### src/rtl/board_defs_pkg.sv
// Shared board geometry, cell/row sentinels, scan FSM states and the tag layout.
package board_defs;

  localparam int unsigned BOARD_W     = 10;
  localparam int unsigned BOARD_H     = 25;
  localparam int unsigned BOARD_CELLS = BOARD_W * BOARD_H;

  localparam logic [5:0] CELL_EMPTY = 6'd0;
  localparam logic [4:0] NO_ROW     = 5'd31;

  typedef enum logic [1:0] {
    ST_IDLE  = 2'd0,
    ST_ISSUE = 2'd1,
    ST_DRAIN = 2'd2,
    ST_DONE  = 2'd3
  } scan_state_t;

  // Tag travelling with each read: {valid, last_col, row}
  localparam int unsigned TAG_W = 7;

endpackage

### src/rtl/scan_tag_pipe.sv
// Delay line carrying {valid, last_col, row} alongside an in-flight RAM read.
module scan_tag_pipe
  import board_defs::*;
#(
  parameter int unsigned DEPTH = 2
) (
  input  logic             clk,
  input  logic             reset,
  input  logic             flush,
  input  logic [TAG_W-1:0] tag_in,
  output logic [TAG_W-1:0] tag_out
);

  logic [TAG_W-1:0] stage [DEPTH];

  // Shift tags one stage per cycle; flush drops everything in flight.
  always_ff @(posedge clk or posedge reset) begin
    if (reset) begin
      for (int unsigned i = 0; i < DEPTH; i++) stage[i] <= '0;
    end else if (flush) begin
      for (int unsigned i = 0; i < DEPTH; i++) stage[i] <= '0;
    end else begin
      stage[0] <= tag_in;
      for (int unsigned i = 1; i < DEPTH; i++) stage[i] <= stage[i-1];
    end
  end

  assign tag_out = stage[DEPTH-1];

endmodule

### src/rtl/board_row_scan.sv
// Sweeps the board RAM once per enable and reports which rows are completely filled.
module board_row_scan
  import board_defs::*;
#(
  parameter int unsigned WIDTH        = BOARD_W,
  parameter int unsigned HEIGHT       = BOARD_H,
  parameter int unsigned READ_LATENCY = 1
) (
  input  logic              clk,
  input  logic              reset,
  input  logic              enable,
  output logic [7:0]        ram_addr,
  output logic              wren,
  input  logic [5:0]        ram_q,
  output logic [HEIGHT-1:0] row_full,
  output logic [4:0]        full_count,
  output logic [4:0]        first_full,
  output logic              complete
);

  localparam int unsigned CELLS     = WIDTH * HEIGHT;
  localparam int unsigned DEPTH     = 1 + READ_LATENCY;
  localparam logic [7:0]  LAST_ADDR = 8'(CELLS - 1);
  localparam logic [7:0]  LAST_COL  = 8'(WIDTH - 1);
  localparam logic [4:0]  LAST_ROW  = 5'(HEIGHT - 1);

  scan_state_t      state;
  logic [7:0]       col_cnt;
  logic [4:0]       row_cnt;
  logic [7:0]       col_next;
  logic [4:0]       row_next;
  logic             acc;
  logic [TAG_W-1:0] tag_in;
  logic [TAG_W-1:0] tag_out;
  logic             tag_valid;
  logic             tag_last;
  logic [4:0]       tag_row;
  logic             abort;
  logic             sampling;
  logic             row_result;
  logic             done_hit;

  assign wren = 1'b0;

  assign tag_valid  = tag_out[6];
  assign tag_last   = tag_out[5];
  assign tag_row    = tag_out[4:0];
  assign abort      = !enable && (state == ST_ISSUE || state == ST_DRAIN);
  assign sampling   = enable && tag_valid && (state == ST_ISSUE || state == ST_DRAIN);
  assign row_result = acc && (ram_q != CELL_EMPTY);
  assign done_hit   = sampling && tag_last && (tag_row == LAST_ROW);

  // Next column/row, and the tag of the address being loaded into ram_addr this edge.
  // Stage 0 of the tag pipe therefore lines up with ram_addr itself.
  always_comb begin
    col_next = col_cnt + 8'd1;
    row_next = row_cnt;
    if (col_cnt == LAST_COL) begin
      col_next = '0;
      row_next = row_cnt + 5'd1;
    end
    tag_in = '0;
    if (enable) begin
      if (state == ST_IDLE)
        tag_in = {1'b1, (WIDTH == 1), 5'd0};
      else if (state == ST_ISSUE && ram_addr != LAST_ADDR)
        tag_in = {1'b1, (col_next == LAST_COL), row_next};
    end
  end

  scan_tag_pipe #(.DEPTH(DEPTH)) u_tag_pipe (
    .clk     (clk),
    .reset   (reset),
    .flush   (abort),
    .tag_in  (tag_in),
    .tag_out (tag_out)
  );

  // Scan FSM: address issue, sample accumulation and result registers.
  always_ff @(posedge clk or posedge reset) begin
    if (reset) begin
      state      <= ST_IDLE;
      ram_addr   <= '0;
      col_cnt    <= '0;
      row_cnt    <= '0;
      acc        <= 1'b1;
      row_full   <= '0;
      full_count <= '0;
      first_full <= NO_ROW;
      complete   <= 1'b0;
    end else begin
      case (state)
        ST_IDLE: begin
          ram_addr <= '0;
          col_cnt  <= '0;
          row_cnt  <= '0;
          if (enable) begin
            state      <= ST_ISSUE;
            acc        <= 1'b1;
            row_full   <= '0;
            full_count <= '0;
            first_full <= NO_ROW;
            complete   <= 1'b0;
          end
        end
        ST_ISSUE: begin
          if (!enable) begin
            state    <= ST_IDLE;
            ram_addr <= '0;
            col_cnt  <= '0;
            row_cnt  <= '0;
          end else if (ram_addr == LAST_ADDR) begin
            state    <= ST_DRAIN;
            ram_addr <= '0;
            col_cnt  <= '0;
            row_cnt  <= '0;
          end else begin
            ram_addr <= ram_addr + 8'd1;
            col_cnt  <= col_next;
            row_cnt  <= row_next;
          end
        end
        ST_DRAIN: begin
          ram_addr <= '0;
          if (!enable) begin
            state <= ST_IDLE;
          end else if (done_hit) begin
            state    <= ST_DONE;
            complete <= 1'b1;
          end
        end
        default: begin
          ram_addr <= '0;
          if (!enable) begin
            state    <= ST_IDLE;
            complete <= 1'b0;
          end
        end
      endcase

      // Row accumulation; the accumulator re-arms after each row's last column.
      if (sampling) begin
        if (tag_last) begin
          acc               <= 1'b1;
          row_full[tag_row] <= row_result;
          full_count        <= full_count + {4'd0, row_result};
          if (row_result && first_full == NO_ROW) first_full <= tag_row;
        end else begin
          acc <= row_result;
        end
      end
    end
  end

endmodule

### config.mk
export PLATFORM = sky130hd
export DESIGN_NAME = board_row_scan
export DESIGN_NICKNAME = d
export VERILOG_FILES = /design/src/rtl/board_defs_pkg.sv /design/src/rtl/scan_tag_pipe.sv /design/src/rtl/board_row_scan.sv
export SDC_FILE = /design/constraint.sdc
export NUM_CORES = 1
export LEC_CHECK = 0
export CAP_MARGIN = 15
export CELL_PAD_IN_SITES_DETAIL_PLACEMENT = 0
export CELL_PAD_IN_SITES_GLOBAL_PLACEMENT = 2
export CORE_MARGIN = 4
export CORE_UTILIZATION = 34
export CTS_CLUSTER_DIAMETER = 150
export DETAILED_ROUTE_END_ITERATION = 7
export HOLD_SLACK_MARGIN = 0.12
export PLACE_DENSITY = 0.79
export SLEW_MARGIN = 20
export SYNTH_ARGS = -nofsm -noshare
export SYNTH_HDL_FRONTEND = slang
export SYNTH_SLANG_ARGS = --single-unit
### constraint.sdc
create_clock -name clk -period 3.3 [get_ports clk]
set_input_delay 0.825 -clock clk [delete_from_list [all_inputs] [get_ports clk]]
set_output_delay 0.825 -clock clk [all_outputs]
set_load 0.05 [all_outputs]
==> flow_summary.yaml, run 1 <==
yosys:
  synth_nets: 380
  yosysSeqAreaShare_pct: 50.9
  yosysWarnings: 0
  synth_edf_count: 0
  synth_top_cell_area_share_pct: 46.6
  async_flop_share_pct: 100
  ys_ff_latch: 74
  syn_area_mm2: 0.00365
  synth_area_leaders: "dfrtp_1 47%, mux2i_1 7.4%, nand2_1 6.8%"
  ys_types: 54
  netlist_instances: 360
  synth_most_common_cell: "dfrtp_1"
  yosysTopAreaCell: "dfrtp_1"
  syn_avg_cell_area_um2: 10.2
  synth_common_cells: "68 x dfrtp_1, 66 x nand2_1, 27 x mux2i_1, 17 x nor2_1"
  synth_ff_type: "dfrtp_1"
clocking:
  cts_hold_buffers: 0
  cts.sinks: 74
  cts_resized: 0
  cts_buffers: 9
  clk_pin_slew_ns: 0.08
  cts_setup_buffers: 0
  h-tree-depth: 3
  cts.path.max_buffers: 2
  clock_latency_ns: 0.35
  root_buffer: "clkbuf_8"
  cts_tree: "done"
die:
  dieWidth_um: 112
  core_mm2: 0.0104
  initial_core_util_pct: 35.1
  ios: 54
  dieArea_mm2: 0.0125
  fp-row-count: 37
  die_h_um: 112
hold_path:
  min_to: "u_tag_pipe.tag_out[0]"
  min_delay_path_depth: 1
  hold_class: "flop to flop"
  holdCritStartpoint: "u_tag_pipe.stage[7]"
status:
  status: "complete, no violations"
critical_path:
  r2r_setup_slack_ns: 1.12
  slowest_delay_ns: 0.80
  required_ns: 2.47
  end_kind: "primary output"
  worstPathArrival_ns: 1.71
  crit_type: "flop to primary output"
  cp_num_buf_inv: 1
  timing.critical_path.max_delay_family: "buffers and inverters"
  start_kind: "flop"
  cp_slowest_cell: "clkdlybuf4s50_1"
  rr_worst_depth: 6
  worstReg2RegEnd: "complete"
  rr_startpoint: "state[0]"
  path_cells: "clkdlybuf4s50_1"
  path_max_fanout: 3
global_route:
  top_usage_layer: "met2"
  met2_usage_pct: 22.1
  grt_overflow: 0
  grt_max_degree: 71
  grt_pass1_wl_um: 14100
  gr-usage-all-layers_pct: 13.9
  grt_use_met3_pct: 4.08
  grt_pass1_vias: 2721
  antenna_found_initial: 0
  met1_usage_pct: 18.7
timing:
  finalCritPeriodShare_pct: 76.7
  slew_headroom_pct: 36.1
  finalMaxSlewViolations: 0
  finalSetupViolCount: 0
  period_minus_slack_ns: 2.53
  skew_ns: 0.00957
  clock.fmax_ghz: 0.395
  rsz0062_at_grt: "false"
  worst_pin_slew_ns: 0.954
  setup-tns-final_ns: 0
  hold_viol: 0
route:
  drt_wl_total_um: 8300
  drt-initial-drc-count: 80
  drtPass1Iterations: 4
  route.detailed.drc: 0
  vias_per_cell: 4.93
  wl_per_cell_um: 15.1
  vias: 2717
  postRouteAntennaNets: 0
finish:
  antenna_cells: 0
  final_util_pct: 43.5
  nets: 430
  syn_to_final_growth_pct: 24.0
  drive_above_1_share_pct: 8.67
power_and_ir_drop:
  powerDensity_mw_per_mm2: 495
  max-vdd-ir-drop_mv: 0.265
  leakage_uw: 0.00211
placed_design:
  place_hpwl_um: 5640
  place_congestion: 0.764
  portBuffers: 52
job:
  maxCapViolations: 0
## cells by family (layout without fill, tap and decap cells)
family                   count (synthesis)  in the layout  synth area share (%)
flip-flops                              74             74                  50.9
adder cells (fa/ha/maj)                 11             11                  3.77
multiplexers                            28             28                  7.70
AND/OR/NAND/NOR                        153            153                  21.5
buffers and inverters                   29             84                  3.49
AO/OA/AOI/OAI                           49             49                  8.97
other                                    1              1                 0.103
XOR/XNOR                                15             15                  3.59
## flip-flops by register name, summed over array words and instances (netlist names)
signal	flops
row_cnt	5
acc	1
ram_addr	8
col_cnt	8
row_full	25
first_full	5
u_tag_pipe.stage	7
u_tag_pipe.tag_out	7
full_count	5
complete	1
state	2
## metal layers
metal | share of wire [%] | vias up
met5 | 0 | -
met4 | 0.98 | 0
met3 | 4.5 | 8
met2 | 48 | 46
met1 | 47 | 1316
li1 | - | 1347
## cell usage in the layout, fill, tap and decap left out, types with 4 or more instances in the layout
cell type | netlist | layout
dfrtp_1 | 68 | 68
nand2_1 | 66 | 66
clkdlybuf4s50_1 | 0 | 52
mux2i_1 | 27 | 27
nor2_1 | 17 | 17
o21ai_0 | 16 | 16
nand3_1 | 16 | 16
ha_1 | 11 | 11
inv_1 | 10 | 9
xnor2_1 | 9 | 9
clkbuf_8 | 0 | 9
nor3_1 | 8 | 8
and2_1 | 8 | 8
a21oi_1 | 7 | 7
xor2_1 | 6 | 6
a31oi_1 | 6 | 6
dfstp_2 | 6 | 6
o22a_1 | 5 | 5
buf_4 | 2 | 5
or3_1 | 4 | 4
## layout make-up
cell class | instances | area (um2)
Clock buffer | 10 | 128
Clock inverter | 6 | 90.1
Fill cell | 1010 | 5890
Inverter | 10 | 37.5
Multi-Input combinational cell | 257 | 1670
Sequential cell | 74 | 1860
Tap cell | 136 | 170
Timing Repair Buffer | 58 | 578
## how the worst max path moves through the flow
| stage | startpoint | to | slack [ns] | cells after the start |
|---|---|---|---|---|
| final | first_full[1] | first_full[1] | 0.77 | 1 |
| after global routing | first_full[2] | first_full[2] | 0.71 | 1 |
| after CTS | first_full[2] | first_full[2] | 0.75 | 1 |
| after detailed placement | ram_q[1] | full_count[4] | 0.59 | 9 |
| after global placement | ram_q[1] | full_count[4] | 0.61 | 9 |
| after floorplan | reset | col_cnt[0] | 0.60 | 1 |
## power by group
group	total, uW	internal [uW]	switching [uW]
clock	776	429	348
combinational	485	154	331
sequential	981	944	37.5
total	2240	1530	716
## metrics by stage
stage | instance area (um2) | hold slack (ns) | std cells | setup WS, ns | power [uW]
floorplan | 3650 | 0.428 | 360 | 0.603 | 1350
global placement | 4310 | 0.431 | 535 | 0.615 | 1480
detailed placement | 4310 | 0.434 | 535 | 0.587 | 1490
CTS | 4530 | 0.450 | 551 | 0.748 | 2270
global route | 4530 | 0.457 | 551 | 0.708 | 2380
finish | 4530 | 0.449 | 551 | 0.769 | 2240
Power figures use the tool's default switching activity.
==> run 2: changes to the inputs <==
==> constraint.sdc (replaced) <==
create_clock -name clk -period 2.4 [get_ports clk]
set_input_delay 0.6 -clock clk [delete_from_list [all_inputs] [get_ports clk]]
set_output_delay 0.6 -clock clk [all_outputs]
set_load 0.05 [all_outputs]
==> run 2 against run 1 <==
Via count up 0.77%; first-iteration DRC count down 3.8%; register-to-register slack worse by 0.75 ns; critical endpoint unchanged; routed wire length up 0.41%; sequential share of layout area down 1.0 points; total power up 44%; clock power up 51%; worst hold slack worse by 0.0061 ns; die area unchanged; highest routed layer unchanged.
==> flow_summary.yaml, run 2 (synthesized netlist as in run 1, its figures left out) <==
power_and_ir_drop:
  internal_power_uw: 2250
  power.share.switching_pct: 30.6
  leakage_uw: 0.00217
  powerDensity_mw_per_mm2: 697
  power_uw: 3240
  p_switching_uw: 990
  seq_power_share_pct: 41.7
  clockPowerShare_pct: 36.1
  combPwrFrac_pct: 22.1
  max-vdd-ir-drop_mv: 0.375
hold_path:
  min_to: "u_tag_pipe.tag_out[4]"
  min_delay_path_depth: 1
  hold_class: "flop to flop"
  holdCritStartpoint: "u_tag_pipe.stage[11]"
critical_path:
  start_kind: "flop"
  cp_slowest_cell: "clkdlybuf4s50_1"
  rr_worst_depth: 6
  worstReg2RegEnd: "state[0]"
  end_kind: "primary output"
  cp_num_buf_inv: 1
  timing.critical_path.max_delay_family: "buffers and inverters"
  path_cells: "clkdlybuf4s50_1"
  crit_start: "first_full[1]"
  r2r_setup_slack_ns: 0.37
  slowest_delay_ns: 0.81
  path_max_fanout: 3
  required_ns: 1.80
  rr_startpoint: "state[0]"
  worstPathArrival_ns: 1.71
  crit_type: "flop to primary output"
route:
  wl_per_cell_um: 14.8
  vias: 2738
  drt-initial-drc-count: 77
  postRouteAntennaNets: 0
  route.detailed.drc: 0
  vias_per_cell: 4.87
  drt_wl_total_um: 8330
  drtPass1Iterations: 4
finish:
  stdcell_count: 562
  syn_to_final_growth_pct: 27.1
  most-common-layout-cells: "68 x dfrtp_1, 66 x nand2_1, 52 x clkdlybuf4s50_1, 27 x mux2i_1, 17 x nor2_1"
  reg.largest.list: "row_full (25), col_cnt (8), ram_addr (8)"
  largest_register: "row_full"
  drive_above_1_share_pct: 10.8
  antenna_cells: 0
  final_util_pct: 44.6
  nets: 441
  layout_commonest_cell: "dfrtp_1"
  largest_reg_flops: 25
clocking:
  cts_hold_buffers: 0
  cts.path.max_buffers: 2
  root_buffer: "clkbuf_8"
  cts_resized: 0
  clk_pin_slew_ns: 0.08
  cts_tree: "done"
  h-tree-depth: 3
  cts_buffers: 9
  cts_setup_buffers: 0
  clock_latency_ns: 0.35
  cts.sinks: 74
placed_design:
  post-place-cells: 546
  pre_cts_slack_ns: -0.0715
  place_hpwl_um: 5690
  portBuffers: 52
  place_congestion: 0.783
timing:
  rsz0062_at_grt: "false"
  worst_pin_slew_ns: 0.514
  setup_slack_ns: 0.0898
  finalCritPeriodShare_pct: 96.3
  finalSetupViolCount: 0
  skew_ns: 0.0135
  clock.fmax_ghz: 0.433
  finalMaxSlewViolations: 0
  slew_headroom_pct: 65.6
  period_minus_slack_ns: 2.31
  hold_viol: 0
status:
  status: "complete, no violations"
global_route:
  gr-usage-all-layers_pct: 13.8
  grt_max_degree: 75
  grt_pass1_vias: 2691
  grt_pass1_wl_um: 14000
  antenna_found_initial: 0
  grt_overflow: 0
die:
  dieArea_mm2: 0.0125
  core_mm2: 0.0104
  initial_core_util_pct: 35.1
  dieWidth_um: 112
  ios: 54
  fp-row-count: 37
  die_h_um: 112
job:
  maxCapViolations: 0
run 2: stage by stage:
stage	hold slack (ns)	setup TNS, ns	instance area (um2)
3_3_place_gp	0.430	-0.00840	4410
3_5_place_dp	0.433	-0.0715	4410
6_report	0.443	0	4650
5_1_grt	0.459	0	4650
2_1_floorplan	0.428	0	3660
4_1_cts	0.449	0	4650
run 2: cell type report:
class	instances	area, um2
repair buffers	69	673
flip-flops and latches	74	1860
well taps	136	170
clock inverters	5	104
multi-input cells	257	1670
fillers	1008	5770
inverters	10	41.3
clock buffers	11	131
run 2: worst max path at each step:
stage	to	slack [ns]	cells past startpoint
after detailed placement	full_count[4]	-0.07	9
after CTS	first_full[1]	0.07	1
after global placement	full_count[4]	-0.008	9
after floorplan	full_count[4]	0.02	10
after global routing	first_full[1]	0.05	1
final	first_full[1]	0.09	1
run 2: routing by layer:
metal	vias up	part of all wire, %	global-route usage (%)
li1	1373	-	-
met2	37	46	21.9
met1	1318	49	19.0
met5	-	0	0
met3	10	3.0	2.55
met4	0	1.4	4.87
run 2: power by group through the flow:
stage	Sequential [uW]	Combinational, uW	Clock [uW]
2_1_floorplan	1390	467	0
3_3_place_gp	1370	719	0
3_5_place_dp	1370	730	0
4_1_cts	1350	733	1200
5_1_grt	1360	813	1260
6_report	1350	716	1170
==> run 3: changes to the inputs <==
--- a/config.mk
+++ b/config.mk
@@ -11,10 +11,11 @@
 export CORE_MARGIN = 4
 export CORE_UTILIZATION = 34
 export CTS_CLUSTER_DIAMETER = 150
+export CTS_CLUSTER_SIZE = 28
 export DETAILED_ROUTE_END_ITERATION = 7
 export HOLD_SLACK_MARGIN = 0.12
 export PLACE_DENSITY = 0.79
-export SLEW_MARGIN = 20
+export SLEW_MARGIN = 15
 export SYNTH_ARGS = -nofsm -noshare
 export SYNTH_HDL_FRONTEND = slang
 export SYNTH_SLANG_ARGS = --single-unit
==> results of run 3 <==
Same layout as run 2: the final DEF is identical, and so are final timing and power.
